==> src/rtl/sar_adc_scan_pkg.sv <==
// Shared types and helpers for the multi-channel SAR ADC scanner.
package sar_adc_scan_pkg;

  localparam int unsigned DEF_WIDTH      = 8;
  localparam int unsigned DEF_CHANNELS   = 2;
  localparam int unsigned DEF_DAC_SETTLE = 512;
  localparam int unsigned DEF_MUX_SETTLE = 16;
  localparam int unsigned MAX_CHANNELS   = 8;

  typedef enum logic [2:0] {
    ST_IDLE    = 3'd0,
    ST_MUX     = 3'd1,
    ST_TRIAL   = 3'd2,
    ST_COMPARE = 3'd3,
    ST_DONE    = 3'd4
  } adc_state_t;

  typedef struct packed {
    logic       found;
    logic [2:0] idx;
  } chan_pick_t;

  // Lowest enabled channel whose index is >= first.
  function automatic chan_pick_t next_chan(input logic [7:0] mask, input logic [3:0] first);
    chan_pick_t pick;
    pick = '0;
    for (int i = 7; i >= 0; i--) begin
      if (mask[i] && (4'(i) >= first)) begin
        pick.found = 1'b1;
        pick.idx   = 3'(i);
      end
    end
    return pick;
  endfunction

endpackage

==> src/rtl/sar_adc_scan_sd_dac.sv <==
// First-order sigma-delta DAC: the accumulator carry-out is the bitstream.
module sd_dac #(
  parameter int unsigned WIDTH = 9
) (
  input  logic             CLK,
  input  logic             nReset,
  input  logic [WIDTH-1:0] DACin,
  output logic             DACout
);

  logic [WIDTH-1:0] acc;
  logic [WIDTH:0]   sum;

  assign sum = {1'b0, acc} + {1'b0, DACin};

  // Accumulate the input code; each overflow emits a one.
  always_ff @(posedge CLK or negedge nReset) begin
    if (!nReset) begin
      acc    <= '0;
      DACout <= 1'b0;
    end else begin
      acc    <= sum[WIDTH-1:0];
      DACout <= sum[WIDTH];
    end
  end

endmodule

==> src/rtl/sar_adc_scan.sv <==
// Multi-channel successive-approximation ADC scanner.
// Optional feature: define ADC_OVERSAMPLE_EN to average four conversions per channel.
module sar_adc_scan
  import sar_adc_scan_pkg::*;
#(
  parameter int unsigned WIDTH      = DEF_WIDTH,
  parameter int unsigned CHANNELS   = DEF_CHANNELS,
  parameter int unsigned DAC_SETTLE = DEF_DAC_SETTLE,
  parameter int unsigned MUX_SETTLE = DEF_MUX_SETTLE,
  localparam int unsigned CH_W      = (CHANNELS > 1) ? $clog2(CHANNELS) : 1
) (
  input  logic                CLK,
  input  logic                nReset,
  input  logic                Start,
  input  logic [CHANNELS-1:0] ChanEn,
  input  logic                gtRef,
  output logic [CH_W-1:0]     ChanSel,
  output logic                DACout,
  output logic                Busy,
  output logic [WIDTH-1:0]    Result,
  output logic [CH_W-1:0]     ResultChan,
  output logic                ResultValid
);

  localparam int unsigned SETTLE_MAX = (DAC_SETTLE > MUX_SETTLE) ? DAC_SETTLE : MUX_SETTLE;
  localparam int unsigned CNT_W      = $clog2(SETTLE_MAX + 1);
  localparam int unsigned BIT_W      = (WIDTH > 1) ? $clog2(WIDTH) : 1;
  localparam logic [WIDTH-1:0] REF_MSB = WIDTH'(1) << (WIDTH - 1);

  adc_state_t          state;
  logic [CNT_W-1:0]    cnt;
  logic [BIT_W-1:0]    bit_idx;
  logic [WIDTH-1:0]    reference;
  logic [CHANNELS-1:0] mask_q;
  logic [WIDTH-1:0]    bit_mask;
  logic [WIDTH-1:0]    kept_ref;
  logic [WIDTH-1:0]    done_code;
  logic                last_conv;
  chan_pick_t          first_pick;
  chan_pick_t          next_pick;

  assign bit_mask   = WIDTH'(1) << bit_idx;
  assign kept_ref   = gtRef ? reference : (reference & ~bit_mask);
  assign first_pick = next_chan(8'(ChanEn), 4'd0);
  assign next_pick  = next_chan(8'(mask_q), 4'(ChanSel) + 4'd1);

`ifdef ADC_OVERSAMPLE_EN
  localparam int unsigned ACC_W = WIDTH + 2;
  logic [1:0]       conv_cnt;
  logic [ACC_W-1:0] acc;
  logic [ACC_W-1:0] acc_sum;

  assign acc_sum   = acc + ACC_W'(reference);
  assign done_code = acc_sum[ACC_W-1:2];
  assign last_conv = (conv_cnt == 2'd3);

  // Sum four back-to-back codes for the current channel.
  always_ff @(posedge CLK or negedge nReset) begin
    if (!nReset) begin
      conv_cnt <= '0;
      acc      <= '0;
    end else if (state == ST_DONE) begin
      if (last_conv) begin
        conv_cnt <= '0;
        acc      <= '0;
      end else begin
        conv_cnt <= conv_cnt + 2'd1;
        acc      <= acc_sum;
      end
    end
  end
`else
  assign done_code = reference;
  assign last_conv = 1'b1;
`endif

  // Half-LSB offset: the DAC sees the code with a forced 1 appended.
  sd_dac #(.WIDTH(WIDTH + 1)) u_dac (
    .CLK    (CLK),
    .nReset (nReset),
    .DACin  ({reference, 1'b1}),
    .DACout (DACout)
  );

  // Scan sequencer: channel select, settle timing and bit-by-bit search.
  always_ff @(posedge CLK or negedge nReset) begin
    if (!nReset) begin
      state       <= ST_IDLE;
      cnt         <= '0;
      bit_idx     <= '0;
      reference   <= '0;
      mask_q      <= '0;
      ChanSel     <= '0;
      Busy        <= 1'b0;
      Result      <= '0;
      ResultChan  <= '0;
      ResultValid <= 1'b0;
    end else begin
      ResultValid <= 1'b0;
      case (state)
        ST_IDLE: begin
          if (Start && (|ChanEn)) begin
            mask_q    <= ChanEn;
            ChanSel   <= CH_W'(first_pick.idx);
            Busy      <= 1'b1;
            reference <= '0;
            cnt       <= '0;
            state     <= ST_MUX;
          end
        end
        ST_MUX: begin
          if (cnt == CNT_W'(MUX_SETTLE - 1)) begin
            cnt       <= '0;
            bit_idx   <= BIT_W'(WIDTH - 1);
            reference <= REF_MSB;
            state     <= ST_TRIAL;
          end else begin
            cnt <= cnt + CNT_W'(1);
          end
        end
        ST_TRIAL: begin
          if (cnt == CNT_W'(DAC_SETTLE - 1)) begin
            cnt   <= '0;
            state <= ST_COMPARE;
          end else begin
            cnt <= cnt + CNT_W'(1);
          end
        end
        ST_COMPARE: begin
          if (bit_idx == '0) begin
            reference <= kept_ref;
            state     <= ST_DONE;
          end else begin
            reference <= kept_ref | (bit_mask >> 1);
            bit_idx   <= bit_idx - BIT_W'(1);
            state     <= ST_TRIAL;
          end
        end
        ST_DONE: begin
          if (!last_conv) begin
            reference <= REF_MSB;
            bit_idx   <= BIT_W'(WIDTH - 1);
            cnt       <= '0;
            state     <= ST_TRIAL;
          end else begin
            Result      <= done_code;
            ResultChan  <= ChanSel;
            ResultValid <= 1'b1;
            if (next_pick.found) begin
              ChanSel   <= CH_W'(next_pick.idx);
              reference <= '0;
              cnt       <= '0;
              state     <= ST_MUX;
            end else begin
              Busy  <= 1'b0;
              state <= ST_IDLE;
            end
          end
        end
        default: state <= ST_IDLE;
      endcase
    end
  end

endmodule
==> config.mk <==
export PLATFORM = sky130hd
export DESIGN_NAME = sar_adc_scan
export DESIGN_NICKNAME = d
export VERILOG_FILES = /design/src/rtl/sar_adc_scan_pkg.sv /design/src/rtl/sar_adc_scan_sd_dac.sv /design/src/rtl/sar_adc_scan.sv
export SDC_FILE = /design/constraint.sdc
export NUM_CORES = 1
export LEC_CHECK = 0
export ABC_AREA = 1
export CAP_MARGIN = 15
export CORE_UTILIZATION = 56
export DETAILED_ROUTE_END_ITERATION = 10
export PLACE_DENSITY = 0.76
export SETUP_SLACK_MARGIN = 0.5
export SLEW_MARGIN = 15
export SYNTH_ARGS = -nofsm -noshare
export SYNTH_HDL_FRONTEND = slang
export SYNTH_HIERARCHICAL = 1
export SYNTH_SLANG_ARGS = --single-unit
==> constraint.sdc <==
create_clock -name CLK -period 1.65 [get_ports CLK]
set_input_delay 0.33 -clock CLK [delete_from_list [all_inputs] [get_ports CLK]]
set_output_delay 0.33 -clock CLK [all_outputs]
set_load 0.005 [all_outputs]
==> impl_metrics.csv, run 1 <==
group,metric,value,unit
timing,hold_viol,11,
final_layout,nets,487,
placement,post-place-ws,-0.0333,ns
timing,rsz0062_at_grt,"yes",
worst_setup_path,worstSetupStartpointType,"flop",
timing,final_max_slew_viol_count,0,
placement,numPortBuffers,18,
floorplan,start_util,59.0,%
yosys,synth_ff_type,"dfrtp_1",
worst_setup_path,worstPathMaxFanout,3,
clock_tree,cts_made_buffers,5,
detailed_routing,ant_nets,0,
worst_setup_path,crit_path_top_delay_cell,"dfrtp_1",
worst_setup_path,required,1.86,ns
power,powerDensity,1720,nW/um^2
detailed_routing,wl_per_cell,14.9,um
global_routing,grt_pass1_vias,2591,
clock_tree,h-tree-depth,2,
final_layout,instances_no_fill,533,
worst_setup_path,path_cells,"ha_2, inv_2, fa_2, inv_2, nand2_4, nand2_4, buf_4, nand3_4, nand3_2, nand2_1",
floorplan,die_area,5330,um^2
yosys,ys_ff_latch,47,
floorplan,die_w,73.0,um
global_routing,grt_use_met1,35.0,%
yosys,async_flop_share,100,%
floorplan,rows,25,
final_layout,syn2layout_area_growth,47.0,%
clock_tree,clockBufferDepth,2,
yosys,avgSynthCellArea,7.31,um^2
detailed_routing,postRouteWirelength,7.95,mm
yosys,netlist_area,2820,um^2
detailed_routing,vias,2855,
clock_tree,cts_tree,"yes",
outcome,violations,"negative hold slack",
worst_setup_path,critPathCapture,"u_dac/acc[8]",
clock_tree,ctsHoldBuffers,0,
placement,dp_hpwl,4.26,mm
worst_setup_path,reg2reg_from,"u_dac/acc[0]",
worst_setup_path,crit_arrival,1.74,ns
clock_tree,clkTransAtPathRegs,0.09,ns
yosys,ys_types,28,
floorplan,coreArea,4790,um^2
global_routing,grtUsageMet3,5.25,%
detailed_routing,drt_iter0_drc,205,
hold_path,hold_path_class,"in2async",
worst_setup_path,endpoint_kind,"flop",
timing,fmax,653,MHz
final_layout,antennaDiodeCount,0,
global_routing,met2_usage,48.7,%
global_routing,antenna_found_initial,0,
floorplan,die_y,73.0,um
outcome,status,"finished, violations left",
worst_setup_path,cp_slowest_stage_delay,0.35,ns
detailed_routing,drt-pass1-iter-count,5,
timing,setup_viol,0,
power,ir_drop,0.00114,V
worst_setup_path,critPathKind,"reg2reg",
timing,skew,0.00930,ns
clock_tree,cts.sinks,47,
yosys,synth_top_area_share,41.7,%
yosys,synth_edf_count,0,
worst_setup_path,r2r_slack,0.12,ns
final_layout,drive_above_1_share,43.3,%
global_routing,gr-total-overflow,0,
worst_setup_path,crit_path_start,"u_dac/acc[0]",
floorplan,io_pins,19,
placement,post-place-cells,471,
global_routing,grt_max_degree,48,
yosys,syn-instance-count,386,
detailed_routing,drc_errors,0,
yosys,yosysMostFrequentCell,"nand2_1",
timing,fin_tns_setup,0,ns
yosys,synth_top_area_cell,"dfrtp_1",
placement,place.gp.congestion,0.886,
global_routing,grt_pass1_wl,11.4,mm
flow_run,drv_cap,0,
power,power.total,7.15,mW
timing,layout_setup_ws,0.119,ns
yosys,ys_seq_area_share,41.7,%
global_routing,grt.total_usage,27.8,%
worst_setup_path,reg2regPathDepth,10,
yosys,ys_warn_count,6,
timing,hold_slack,-0.0154,ns
timing,finalCriticalPeriod,1.53,ns
clock_tree,clk-insertion-delay-late,0.31,ns
worst_setup_path,timing.rr.end,"u_dac/acc[8]",
yosys,syn_nets,408,
yosys,synth_area_leaders,"dfrtp_1 (42%), nand2_1 (18%), inv_1 (7.5%)",
timing,final.period_utilization,92.8,%
detailed_routing,via_per_inst,5.36,
clock_tree,cts_root_buffer,"clkbuf_8",
power,leakage,2.15,nW
global_routing,busiest_layer,"met2",
yosys,synth_common_cells,"nand2_1 (138), inv_1 (56), dfrtp_1 (47)",
-- cell usage in the layout, fill, tap and decap left out, types with 3 or more instances in the layout --
master,count
ha_4,8
nand4_1,6
inv_1,43
nor2_4,13
dfrtp_2,15
o21ai_2,4
o21ai_0,11
buf_2,13
nand3_1,18
nand3_2,10
nand2_2,22
a21oi_1,4
nand2_1,104
nor2_2,5
nor2_1,17
ha_1,6
o21ai_1,7
nand3_4,5
dlygate4sd2_1,3
buf_4,38
buf_6,15
nand2_4,18
a21oi_2,3
clkbuf_8,5
dfrtp_1,32
inv_2,11
buf_12,3
-- state kept, by name, summed over array words and instances, names as in the netlist, 3 cells and up --
| name | count |
|---|---|
| bit_idx | 3 |
| state | 3 |
| cnt | 10 |
| done_code | 8 |
| Result | 8 |
| u_dac/acc | 9 |
-- worst min path at each step --
| stage | endpoint | slack, ns | cells past startpoint | from |
|---|---|---|---|---|
| 2_1_floorplan | Busy | 0.03 | 0 | nReset |
| 3_3_place_gp | mask_q[1] | 0.33 | 2 | nReset |
| 3_5_place_dp | mask_q[1] | 0.33 | 2 | nReset |
| 4_1_cts | mask_q[1] | 0.01 | 2 | nReset |
| 5_1_grt | mask_q[1] | -0.003 | 2 | nReset |
| 6_report | mask_q[1] | -0.02 | 2 | nReset |
-- final cells by class --
class / count / area, um^2
inverter: 57 / 223
clock buffer: 5 / 68.8
tap: 67 / 83.8
fill: 243 / 639
clock inverter: 3 / 18.8
multi-input combinational: 279 / 1910
timing repair buffer: 75 / 646
sequential: 47 / 1190
-- worst max-delay path: cells and delay by family, from the launching register on --
family	cells	cell delay [ns]
adders and majority gates	2	0.53
buffers and inverters	3	0.23
DFF	1	0.35
and+or+nand+nor	5	0.32
-- layer usage --
layer / share of wire [%] / wire length [um]
met4: 2.6 / 210
met2: 52 / 4120
met5: 0 / 0
met1: 41 / 3230
met3: 4.9 / 392
-- cells by family after synthesis --
family | synth area share, %
AOI/OAI and AO/OA | 5.85
xor gates and xnor gates | 1.55
adders and majority gates | 7.36
buffers and inverters | 8.20
DFF | 41.7
other | 0.133
and+or+nand+nor | 35.2
-- power breakdown --
part	internal (mW)	switching (mW)	total, mW
Clock	0.299	0.410	0.709
Combinational	1.96	2.47	4.43
Sequential	1.57	0.435	2.01
Total	3.84	3.32	7.15
-- per-stage QoR --
| stage | instance area (um^2) | util [%] |
|---|---|---|
| after detailed placement | 3250 | 67.8 |
| final | 4150 | 86.6 |
| after floorplan | 2980 | - |
| after CTS | 3730 | 77.9 |
| after global placement | 3250 | 67.8 |
| after global routing | 4150 | 86.6 |
-- repair_timing --
action,4_1_cts,5_1_grt
buffers inserted,32,21
endpoints found under the setup margin,53,55
cloned,0,1
resized for setup,110,76
pin swaps,37,34
(Power assumes the default switching activity.)
==> run 2: changes to the inputs <==
--- a/config.mk
+++ b/config.mk
@@ -11,6 +11,7 @@
 export DETAILED_ROUTE_END_ITERATION = 10
 export PLACE_DENSITY = 0.76
 export SETUP_SLACK_MARGIN = 0.5
+export SKIP_LAST_GASP = 1
 export SLEW_MARGIN = 15
 export SYNTH_ARGS = -nofsm -noshare
 export SYNTH_HDL_FRONTEND = slang
==> results of run 2 <==
No change in the layout: final DEF, timing and power equal those of run 1.
==> run 3: changes to the inputs <==
--- a/config.mk
+++ b/config.mk
@@ -12,7 +12,6 @@
 export PLACE_DENSITY = 0.76
 export SETUP_SLACK_MARGIN = 0.5
 export SKIP_LAST_GASP = 1
-export SLEW_MARGIN = 15
 export SYNTH_ARGS = -nofsm -noshare
 export SYNTH_HDL_FRONTEND = slang
 export SYNTH_HIERARCHICAL = 1
==> results of run 3 <==
No change in the layout: final DEF, timing and power equal those of run 1.
